--- config.mk ---
export PLATFORM = sky130hd
export DESIGN_NAME = hilo_div
export DESIGN_NICKNAME = d
export VERILOG_FILES = /design/src/rtl/hilo_div.sv
export SDC_FILE = /design/constraint.sdc
export NUM_CORES = 1
export LEC_CHECK = 0
export CAP_MARGIN = 20
export CORE_MARGIN = 4
export CORE_UTILIZATION = 45
export DETAILED_ROUTE_END_ITERATION = 10
export PLACE_DENSITY = 0.66
export SLEW_MARGIN = 40
export SYNTH_ARGS = -nofsm -noshare
export SYNTH_HDL_FRONTEND = slang
export SYNTH_SLANG_ARGS = --single-unit
--- constraint.sdc ---
create_clock -name clk -period 5.9 [get_ports clk]
set_input_delay 1.18 -clock clk [delete_from_list [all_inputs] [get_ports clk]]
set_output_delay 1.18 -clock clk [all_outputs]
set_load 0.005 [all_outputs]
--- src/rtl/hilo_div.sv ---
// hilo_div: iterative 32/32 divider that writes HI (remainder) and LO (quotient).
// One radix-2 restoring step per cycle; signed operands are handled by dividing
// magnitudes and fixing the signs of the final quotient and remainder.
// Optional build macro: HILO_DIV_ZERO_FAST_EN -- when defined, a zero divisor
// skips the iteration and completes on the cycle after start.
module hilo_div (
    input  logic        clk,
    input  logic        resetn,
    input  logic        start,
    input  logic        signed_div,
    input  logic [31:0] dividend,
    input  logic [31:0] divisor,
    input  logic        annul,
    output logic        stallreq,
    output logic        hi_we,
    output logic [31:0] hi_data,
    output logic        lo_we,
    output logic [31:0] lo_data
);

    typedef enum logic [1:0] {
        S_IDLE = 2'd0,
        S_DIV  = 2'd1,
        S_DONE = 2'd2
    } state_t;

    state_t      r_state;
    logic [4:0]  r_cnt;
    logic [31:0] r_rem;      // partial remainder
    logic [31:0] r_quo;      // dividend bits shifting out, quotient bits shifting in
    logic [31:0] r_dvs;      // divisor magnitude
    logic        r_neg_q;    // quotient must be negated at the end
    logic        r_neg_r;    // remainder must be negated at the end
    logic        r_dvz;      // divisor was zero
    logic        r_armed;    // low for the first cycle after reset
    logic        r_we;
    logic [31:0] r_hi;
    logic [31:0] r_lo;

    logic [32:0] w_trial;
    logic [32:0] w_diff;
    logic        w_qbit;
    logic [31:0] w_rem_nxt;
    logic [31:0] w_quo_nxt;
    logic [31:0] w_lo_fin;
    logic [31:0] w_hi_fin;

    // Magnitude of a two's complement value when signed mode is selected.
    function automatic logic [31:0] abs_if(input logic [31:0] v, input logic en);
        logic signed [31:0] s;
        s = $signed(v);
        if (en && (s < 0))
            return $unsigned(-s);
        return v;
    endfunction

    // Two's complement negation when requested.
    function automatic logic [31:0] neg_if(input logic [31:0] v, input logic en);
        logic signed [31:0] s;
        s = $signed(v);
        if (en)
            return $unsigned(-s);
        return v;
    endfunction

    // One restoring step plus the sign-corrected result of the final step.
    always_comb begin
        w_trial   = {r_rem, r_quo[31]};
        w_diff    = w_trial - {1'b0, r_dvs};
        w_qbit    = ~w_diff[32];
        w_rem_nxt = w_qbit ? w_diff[31:0] : w_trial[31:0];
        w_quo_nxt = {r_quo[30:0], w_qbit};
        w_lo_fin  = r_dvz ? 32'hFFFF_FFFF : neg_if(w_quo_nxt, r_neg_q);
        w_hi_fin  = neg_if(w_rem_nxt, r_neg_r);
    end

    // Stall while a request is being accepted and for the whole iteration.
    always_comb begin
        stallreq = resetn && (((r_state == S_IDLE) && r_armed && start && !annul)
                              || (r_state == S_DIV));
    end

    // Strobes are suppressed immediately by a flush or reset in the DONE cycle.
    always_comb begin
        hi_we   = r_we && resetn && !annul;
        lo_we   = r_we && resetn && !annul;
        hi_data = resetn ? r_hi : 32'd0;
        lo_data = resetn ? r_lo : 32'd0;
    end

    // Control FSM and iteration datapath with registered results.
    always_ff @(posedge clk) begin
        if (!resetn) begin
            r_state <= S_IDLE;
            r_cnt   <= 5'd0;
            r_rem   <= 32'd0;
            r_quo   <= 32'd0;
            r_armed <= 1'b0;
            r_we    <= 1'b0;
            r_hi    <= 32'd0;
            r_lo    <= 32'd0;
        end else begin
            r_armed <= 1'b1;
            r_we    <= 1'b0;
            r_hi    <= 32'd0;
            r_lo    <= 32'd0;
            if (annul) begin
                r_state <= S_IDLE;
            end else begin
                case (r_state)
                    S_IDLE: begin
                        if (start && r_armed) begin
                            r_cnt   <= 5'd0;
                            r_rem   <= 32'd0;
                            r_quo   <= abs_if(dividend, signed_div);
                            r_dvs   <= abs_if(divisor, signed_div);
                            r_neg_q <= signed_div & (dividend[31] ^ divisor[31]);
                            r_neg_r <= signed_div & dividend[31];
                            r_dvz   <= (divisor == 32'd0);
`ifdef HILO_DIV_ZERO_FAST_EN
                            if (divisor == 32'd0) begin
                                r_state <= S_DONE;
                                r_we    <= 1'b1;
                                r_lo    <= 32'hFFFF_FFFF;
                                r_hi    <= dividend;
                            end else begin
                                r_state <= S_DIV;
                            end
`else
                            r_state <= S_DIV;
`endif
                        end
                    end
                    S_DIV: begin
                        r_rem <= w_rem_nxt;
                        r_quo <= w_quo_nxt;
                        r_cnt <= r_cnt + 5'd1;
                        if (r_cnt == 5'd31) begin
                            r_state <= S_DONE;
                            r_we    <= 1'b1;
                            r_lo    <= w_lo_fin;
                            r_hi    <= w_hi_fin;
                        end
                    end
                    S_DONE: begin
                        r_state <= S_IDLE;
                    end
                    default: begin
                        r_state <= S_IDLE;
                    end
                endcase
            end
        end
    end

endmodule

# --- After elaboration in Yosys (flattened, before gate mapping) ---
# Index checks and enable logic that the tools add are counted.
totals:
  register_bits: 172
  input_bits: 69
  output_inout_bits: 67
classes:
  add_sub_neg: 6
  magnitude_cmp: 2
  eq_ne: 4
  mux: 35
  n_bitwise: 8
  reduce_logical: 20
ops:
  columns: ["operator", "n"]
  rows:
  - ["32-bit 2-to-1 mux", 14]
  - ["32-bit negator", 4]
  - ["32-bit case mux with 2 select lines", 2]
  - ["32-bit by 1-bit less-than comparator with 1-bit output, second input constant", 2]
  - ["33-bit by 32-bit subtractor with 33-bit output", 1]
  - ["32-bit zero test", 1]
  - ["1-bit 2-to-1 mux", 14]
  - ["5-bit case mux with 2 select lines", 1]
  - ["1-bit logical AND", 9]
  - ["5-bit by 1-bit adder with 5-bit output, second input constant", 1]
  - ["5-bit == test, second input constant", 1]
  - ["5-bit 2-to-1 mux", 1]
  - ["1-bit NOT", 5]
  - ["2-bit 2-to-1 mux", 2]
  - ["2-bit by 1-bit inequality test with 1-bit output, second input constant", 2]
  - ["2-bit case mux with 2 select lines", 1]
  - ["4-bit AND reduction", 1]
  - ["4-bit OR reduction", 1]
  - ["3-bit AND reduction", 1]
  - ["3-bit OR reduction", 1]
  - ["1-bit bitwise AND", 2]
  - ["2-bit by 1-bit == test with 1-bit output, second input constant", 1]
  - ["2-bit zero test", 1]
  - ["2-bit AND reduction", 1]
  - ["5 further kinds", 5]

# --- Logic depth before layout (Yosys ltp) ---
# Gate-level depths: netlist (run 1).
depth:
  ltp_word: 10
  mapped_depth: 23
  mapped_depth_nobuf: 21

# --- Least setup slack after synthesis (run 1) ---
# OpenSTA, ideal clock, no wires.
synth_timing:
  path_type: "register -> register"
  start: "register r_quo[31]"
  end: "register r_hi[26]"
  setup_ps: 128
  t_arrival_ps: 4377
  required_ps: 5772
  setup_slack_ps: 1395
  path_stages_with_launch: 22
  n_path_buf: 2
  synth_period_minus_slack_ps: 4505
  path_cell_list: "dfxtp_1 > inv_1 > ha_1 > fa_1 > nand2b_1 > a21oi_1 > o21ai_1 > a21oi_1 > nor3b_4 > xnor2_4 > inv_4 > buf_2 > buf_1 > a21oi_1 > ha_1 > nor3b_1 > nand4b_1 > nor4_1 > a41oi_1 > o41ai_2 > xnor2_1 > nor2_1"
synth_between:
  elab_chain_len: 5
synth_rtl:
  columns: ["item", "line", "source"]
  rows:
  - ["start, declared", "30", "logic [31:0] r_quo;"]
  - ["start signal, assigned", "115", "r_quo <= abs_if(dividend, signed_div);"]
  - ["start signal, assigned", "136", "r_quo <= w_quo_nxt;"]
  - ["33-bit by 32-bit subtractor with 33-bit output", "69", "w_diff = w_trial - {1'b0, r_dvs};"]
  - ["32-bit 2-to-1 mux (*)", "71", "w_rem_nxt = w_qbit ? w_diff[31:0] : w_trial[31:0];"]
  - ["32-bit negator", "62", "return $unsigned(-s);"]
  - ["32-bit 2-to-1 mux", "61", "if (en)"]
  - ["32-bit 2-to-1 mux (*)", "63", "return v;"]
  - ["end signal, assigned", "142", "r_hi <= w_hi_fin;"]
  - ["end, declared", "37", "logic [31:0] r_hi;"]
# Mark *: on every way between the ends. The rest lies on a longest branch, timed or not. The select of a mux whose other input is x is not followed.
# A chain may end at the register's enable or synchronous reset.

# --- Worst setup path after layout (run 1) ---
layout_timing:
  start: "register r_quo[31]"
  end: "register r_hi[30]"
# The elaborated chain is that of the path after synthesis.

==> flow_summary.toml, run 1 <==
[run_status]
outcome = "complete, no violations"

[power]
p_per_area_nw_per_um2 = 196
peakVddDrop_mv = 0.168
pwr-share-comb = 0.125
p_clk_frac = 0.425
cellLeakagePower_nw = 5.41
swShare = 0.277
p_int_mw = 1.99
p_seq_frac = 0.450
p_switching_mw = 0.761
power_mw = 2.75

[clock_tree]
path_clk_slew_ps = 70
clk_latency_ps = 440
cts_buffer_depth = 2
clockRootBuffer = "clkbuf_16"
cts_sinks = 172
cts_resized = 0
numCtsBuffers = 17
cts_hold_buf = 0
htreeDepth = 4
postCtsSetupBuffers = 0
cts_tree = "built"

[sta]
max_slew_margin = 0.470
fmax_ghz = 0.193
setup_viol = 0
hold_violations = 0
worstMarginPinSlew_ps = 791
fin_crit_sh = 0.876
final.setup.tns_ps = 0
finClkSkew_ps = 8.16
maxSlewViolCount = 0
rsz0062_at_grt = "false"
min_period_ps = 5170

[synthesis]
synth_nets = 1589
synth-simple-area-share = 0.249
yosysTopAreaCell = "dfxtp_1"
ys_top_cells_by_count = "148 x nor2_1, 137 x dfxtp_1, 129 x a21oi_1"
async_reset_ff_frac = 0
yosysMostFrequentCell = "nor2_1"
synth_fa_ha_area_frac = 0.0419
synth_ff_type = "dfxtp_1"
synth-seq-cells = 172
yosysUniqueCellTypes = 88
synth_edf_count = 35
yosysWarnings = 0
synthMuxAreaShare = 0.0229
synth.avg_cell_area_sq_um = 7.98
synth_top_family_by_area = "simple AND/OR/NAND/NOR gates"
synth-xor-area-share = 0.0972
synth_seq_area_share = 0.321
ys_top_cells_by_area = "dfxtp_1 23%, edfxtp_1 8.9%, a21oi_1 5.5%, and2_1 5.5%, xor2_1 4.8%"
synth_top_area_frac = 0.232
synthCells = 1481
synth_compound_area_frac = 0.219
syn-cell-area_sq_um = 11800

[final_layout]
n_antenna_cell = 0
fin_nets = 1671
drive_above_1_share = 0.0501
area_delta_synth_final_pct = 18.4
fin_area_sq_um = 14000

[setup_path]
worst-endpoint-required_ps = 6210
cp-end-kind = "flop"
startpoint = "r_quo[31]"
critPathMaxFanout = 31
cp-start-kind = "flop"
worstSetupPathType = "reg -> reg"
arrival_ps = 5480
critical_path.reg2reg.startpoint = "r_quo[31]"

[drt]
via_per_inst = 5.65
drt_iter0_drc = 674
wire_per_inst_microns = 16.9
antenna_left = 0
drcViolationCount = 0
routed_wirelength_mm = 32.3
num_vias = 10800
first_pass_iters = 5

[place]
place_area_sq_um = 13400
io_buffers = 135
hpwl_mm = 24.4
gp_congestion = 0.878

[grt]
antenna_found_initial = 1
grt_use_total = 0.219
grt_pass1_wl_mm = 51.9
gr-total-overflow = 0
grt_max_degree = 65
grt_pass1_vias = 9989

[die]
fp.dieH_microns = 170
core-area_sq_um = 26000
die_area_sq_um = 28900
initial_core_util = 0.455
ios = 136
fp-row-count = 59
fp.dieW_microns = 170

[worst_hold_path]
hold_start = "r_cnt[4]"
hp-class = "reg -> reg"

[flow_run]
cap_violations = 0
## through the flow
stage | util | hold WS (ps) | instances | setup slack [ps]
CTS | 0.539 | 474 | 1911 | 832
global placement | 0.513 | 452 | 1877 | 1090
detailed placement | 0.515 | 464 | 1879 | 859
floorplan | - | 445 | 1481 | 1400
global route | 0.539 | 495 | 1911 | 304
finish | 0.539 | 476 | 1911 | 730
## worst max-delay path: stages (launching register included)
cell and delay [ps]:
dfxtp_1 380, inv_1 60, ha_1 210, fa_1 400
nand2b_1 200, a21oi_1 350, o21ai_1 300, a21oi_1 330
nor3b_4 100, xnor2_4 150, inv_4 270, nor2_1 70
a21oi_1 230, ha_1 280, nor3b_1 410, nand4b_1 190
mux2i_1 300, o2111ai_1 260, o31ai_1 320, xor2_1 170
nor2_1 50
## metal layers
layer / routed length, microns / vias up / global-route usage
li1: - / 5431 / -
met1: 14800 / 5021 / 0.305
met2: 14900 / 306 / 0.352
met3: 1750 / 43 / 0.0325
met4: 820 / 0 / 0.0663
met5: 0 / - / 0
## cell type report
class	instances	area, sq um
tap	335	419
clock buffer	18	439
multi-input combinational	1162	7470
fill	2477	12000
timing repair buffer	147	1460
inverter	63	239
sequential	172	3790
clock inverter	14	175
## flip-flops by register name, summed over array words and instances (netlist names)
signal	flops
r_hi	32
r_lo	32
r_state	2
r_armed	1
r_dvs	32
r_we	1
r_neg_r	1
r_neg_q	1
r_dvz	1
r_quo	32
r_cnt	5
r_rem	32
## layout by cell type (no fill, tap or decap), types with 61 or more instances in the layout
| master | n |
|---|---|
| a21oi_1 | 129 |
| and2_1 | 103 |
| clkdlybuf4s50_1 | 134 |
| dfxtp_1 | 137 |
| inv_1 | 61 |
| nand2_1 | 102 |
| nor2_1 | 148 |
| o21ai_0 | 70 |
| xnor2_1 | 63 |
| xor2_1 | 65 |
## cells by family after synthesis
logic type	count (synthesis)
flip-flops	172
adder cells (fa/ha/maj)	39
multiplexers	26
AND/OR/NAND/NOR	572
XOR/XNOR	129
buffers and inverters	147
AO/OA/AOI/OAI	396
## power groups by stage
stage	Sequential (mW)	Combinational, mW	Clock [mW]
floorplan	1.26	0.224	0
global placement	1.27	0.334	0
detailed placement	1.27	0.341	0
CTS	1.24	0.344	1.19
global route	1.24	0.380	1.23
finish	1.24	0.343	1.17
## worst paths after layout
path	depth (start not counted)	slack [ps]	end
max reg2reg	20	730	r_hi[30]
min reg2reg	2	480	r_cnt[4]
min	2	480	r_cnt[4]
max	20	730	r_hi[30]
(Power assumes the default switching activity.)
==> run 2: changes to the inputs <==
CTS_BUF_LIST = sky130_fd_sc_hd__clkbuf_4 sky130_fd_sc_hd__clkbuf_8   (was unset)
==> run 2 against run 1 <==
- non-clock buffer count is the same
- combinational power about the same
- flip-flop and latch count stayed put
- setup slack worse by 6.7 ps
- sequential share of layout area rose by 0.38 points
- highest routed layer unchanged
==> flow_summary.toml, run 2 (synthesis gave the netlist of run 1 again) <==
[final_layout]
area_delta_synth_final_pct = 16.8
fin_nets = 1671
layout_commonest_cell = "nor2_1"
drive_above_1_share = 0.0501
n_antenna_cell = 0
final_cell_mix = "148 x nor2_1, 137 x dfxtp_1, 134 x clkdlybuf4s50_1, 129 x a21oi_1, 103 x and2_1"

[clock_tree]
clockRootBuffer = "clkbuf_8"
numCtsBuffers = 17
cts_sinks = 172
cts_tree = "built"
clk_latency_ps = 470
cts_resized = 0
cts_hold_buf = 0
cts_buffer_depth = 2
path_clk_slew_ps = 100
postCtsSetupBuffers = 0
htreeDepth = 4

[power]
p_per_area_nw_per_um2 = 178
cellLeakagePower_nw = 5.32
peakVddDrop_mv = 0.126

[setup_path]
worst-endpoint-required_ps = 6250
cp-start-kind = "flop"
cp-endpoint = "r_hi[30]"
path_common_cell = "a21oi_1"
rr_worst_depth = 20
arrival_ps = 5530
startpoint = "r_quo[31]"
slowest_delay_ps = 410
worstSetupPathType = "reg -> reg"
critPathSlowestCell = "nor3b_1"
reg2reg_to = "r_hi[30]"
cp-end-kind = "flop"
critPathMaxFanout = 31
regToRegSetupSlack_ps = 720
cp_cell_sequence = "inv_1 -> ha_1 -> fa_1 -> nand2b_1 -> a21oi_1 -> o21ai_1 -> a21oi_1 -> nor3b_4 -> xnor2_4 -> inv_4 -> nor2_1 -> a21oi_1 -> ha_1 -> nor3b_1 -> nand4b_1 -> mux2i_1 -> o2111ai_1 -> o31ai_1 -> xor2_1 -> nor2_1"
critical_path.reg2reg.startpoint = "r_quo[31]"

[die]
initial_core_util = 0.455
fp.dieW_microns = 170
ios = 136
die_area_sq_um = 28900
fp-row-count = 59
core-area_sq_um = 26000
fp.dieH_microns = 170

[grt]
grt_pass1_vias = 9953
grt_max_degree = 65
grt_use_total = 0.218
grt_pass1_wl_mm = 51.6
antenna_found_initial = 1
gr-total-overflow = 0

[place]
hpwl_mm = 24.4
io_buffers = 135
gp_congestion = 0.878

[drt]
drcViolationCount = 0
via_per_inst = 5.61
wire_per_inst_microns = 16.8
routed-wl-met3_mm = 1.48
antenna_left = 0
wl_met1_mm = 15.1
drt_iter0_drc = 662
num_vias = 10700
met2_length_mm = 14.6
routed_wirelength_mm = 32.0
routed.top_layer = "met4"
first_pass_iters = 6

[run_status]
outcome = "complete, no violations"

[sta]
maxSlewViolCount = 0
fin_crit_sh = 0.877
max_slew_margin = 0.471
min_period_ps = 5180
worstMarginPinSlew_ps = 789
finClkSkew_ps = 13.8
fmax_ghz = 0.193
hold_violations = 0
rsz0062_at_grt = "false"
final.setup.tns_ps = 0
setup_viol = 0
whs_ps = 480

[worst_hold_path]
hp-class = "reg -> reg"

[flow_run]
cap_violations = 0
[run 2: cell counts in the layout (fill, tap and decap cells not counted)]
No cell type changed its count.
[run 2: metrics by stage]
step            util  std cells  cell area (sq um)  power, mW  setup WS [ps]
6_report       0.531       1911              13800       2.46            724
5_1_grt        0.531       1911              13800       2.57            304
4_1_cts        0.531       1911              13800       2.48            833
3_5_place_dp   0.515       1879              13400       1.61            859
3_3_place_gp   0.513       1877              13300       1.60           1090
2_1_floorplan      -       1481              11800       1.48           1400
[run 2: worst min-delay path by stage]
stage | start | end | cells after the start
2_1_floorplan | r_cnt[4] | r_cnt[4] | 2
3_3_place_gp | r_cnt[4] | r_cnt[4] | 2
3_5_place_dp | r_cnt[4] | r_cnt[4] | 2
4_1_cts | r_cnt[4] | r_cnt[4] | 2
5_1_grt | r_cnt[4] | r_cnt[4] | 2
6_report | r_cnt[4] | r_cnt[4] | 2
[run 2: cell type report]
| type | count | area, sq um |
|---|---|---|
| inverters | 63 | 239 |
| clock inverters | 14 | 175 |
| repair buffers | 147 | 1460 |
| fillers | 2508 | 12200 |
| clock buffers | 18 | 248 |
| flip-flops and latches | 172 | 3790 |
| well taps | 335 | 419 |
| multi-input cells | 1162 | 7470 |
[run 2: power by group]
part	switching, mW	total [mW]	leakage (nW)	internal [mW]
Sequential	0.0194	1.24	1.43	1.22
Combinational	0.194	0.343	3.68	0.149
Clock	0.507	0.878	0.210	0.371
[run 2: critical path, delay by kind of cell, from the launching register on]
kind	cells	cell delay [ps]
AO/OA/AOI/OAI	6	1770
AND/OR/NAND/NOR	6	1020
adder cells (fa/ha/maj)	3	900
multiplexers	1	310
buffers and inverters	2	320
XOR/XNOR	2	320
flip-flops	1	390
[run 2: routing by layer]
layer / vias up / GRT usage
li1: 5435 / -
met1: 4935 / 0.306
met2: 294 / 0.347
met3: 50 / 0.0281
met4: 0 / 0.0726
met5: - / 0
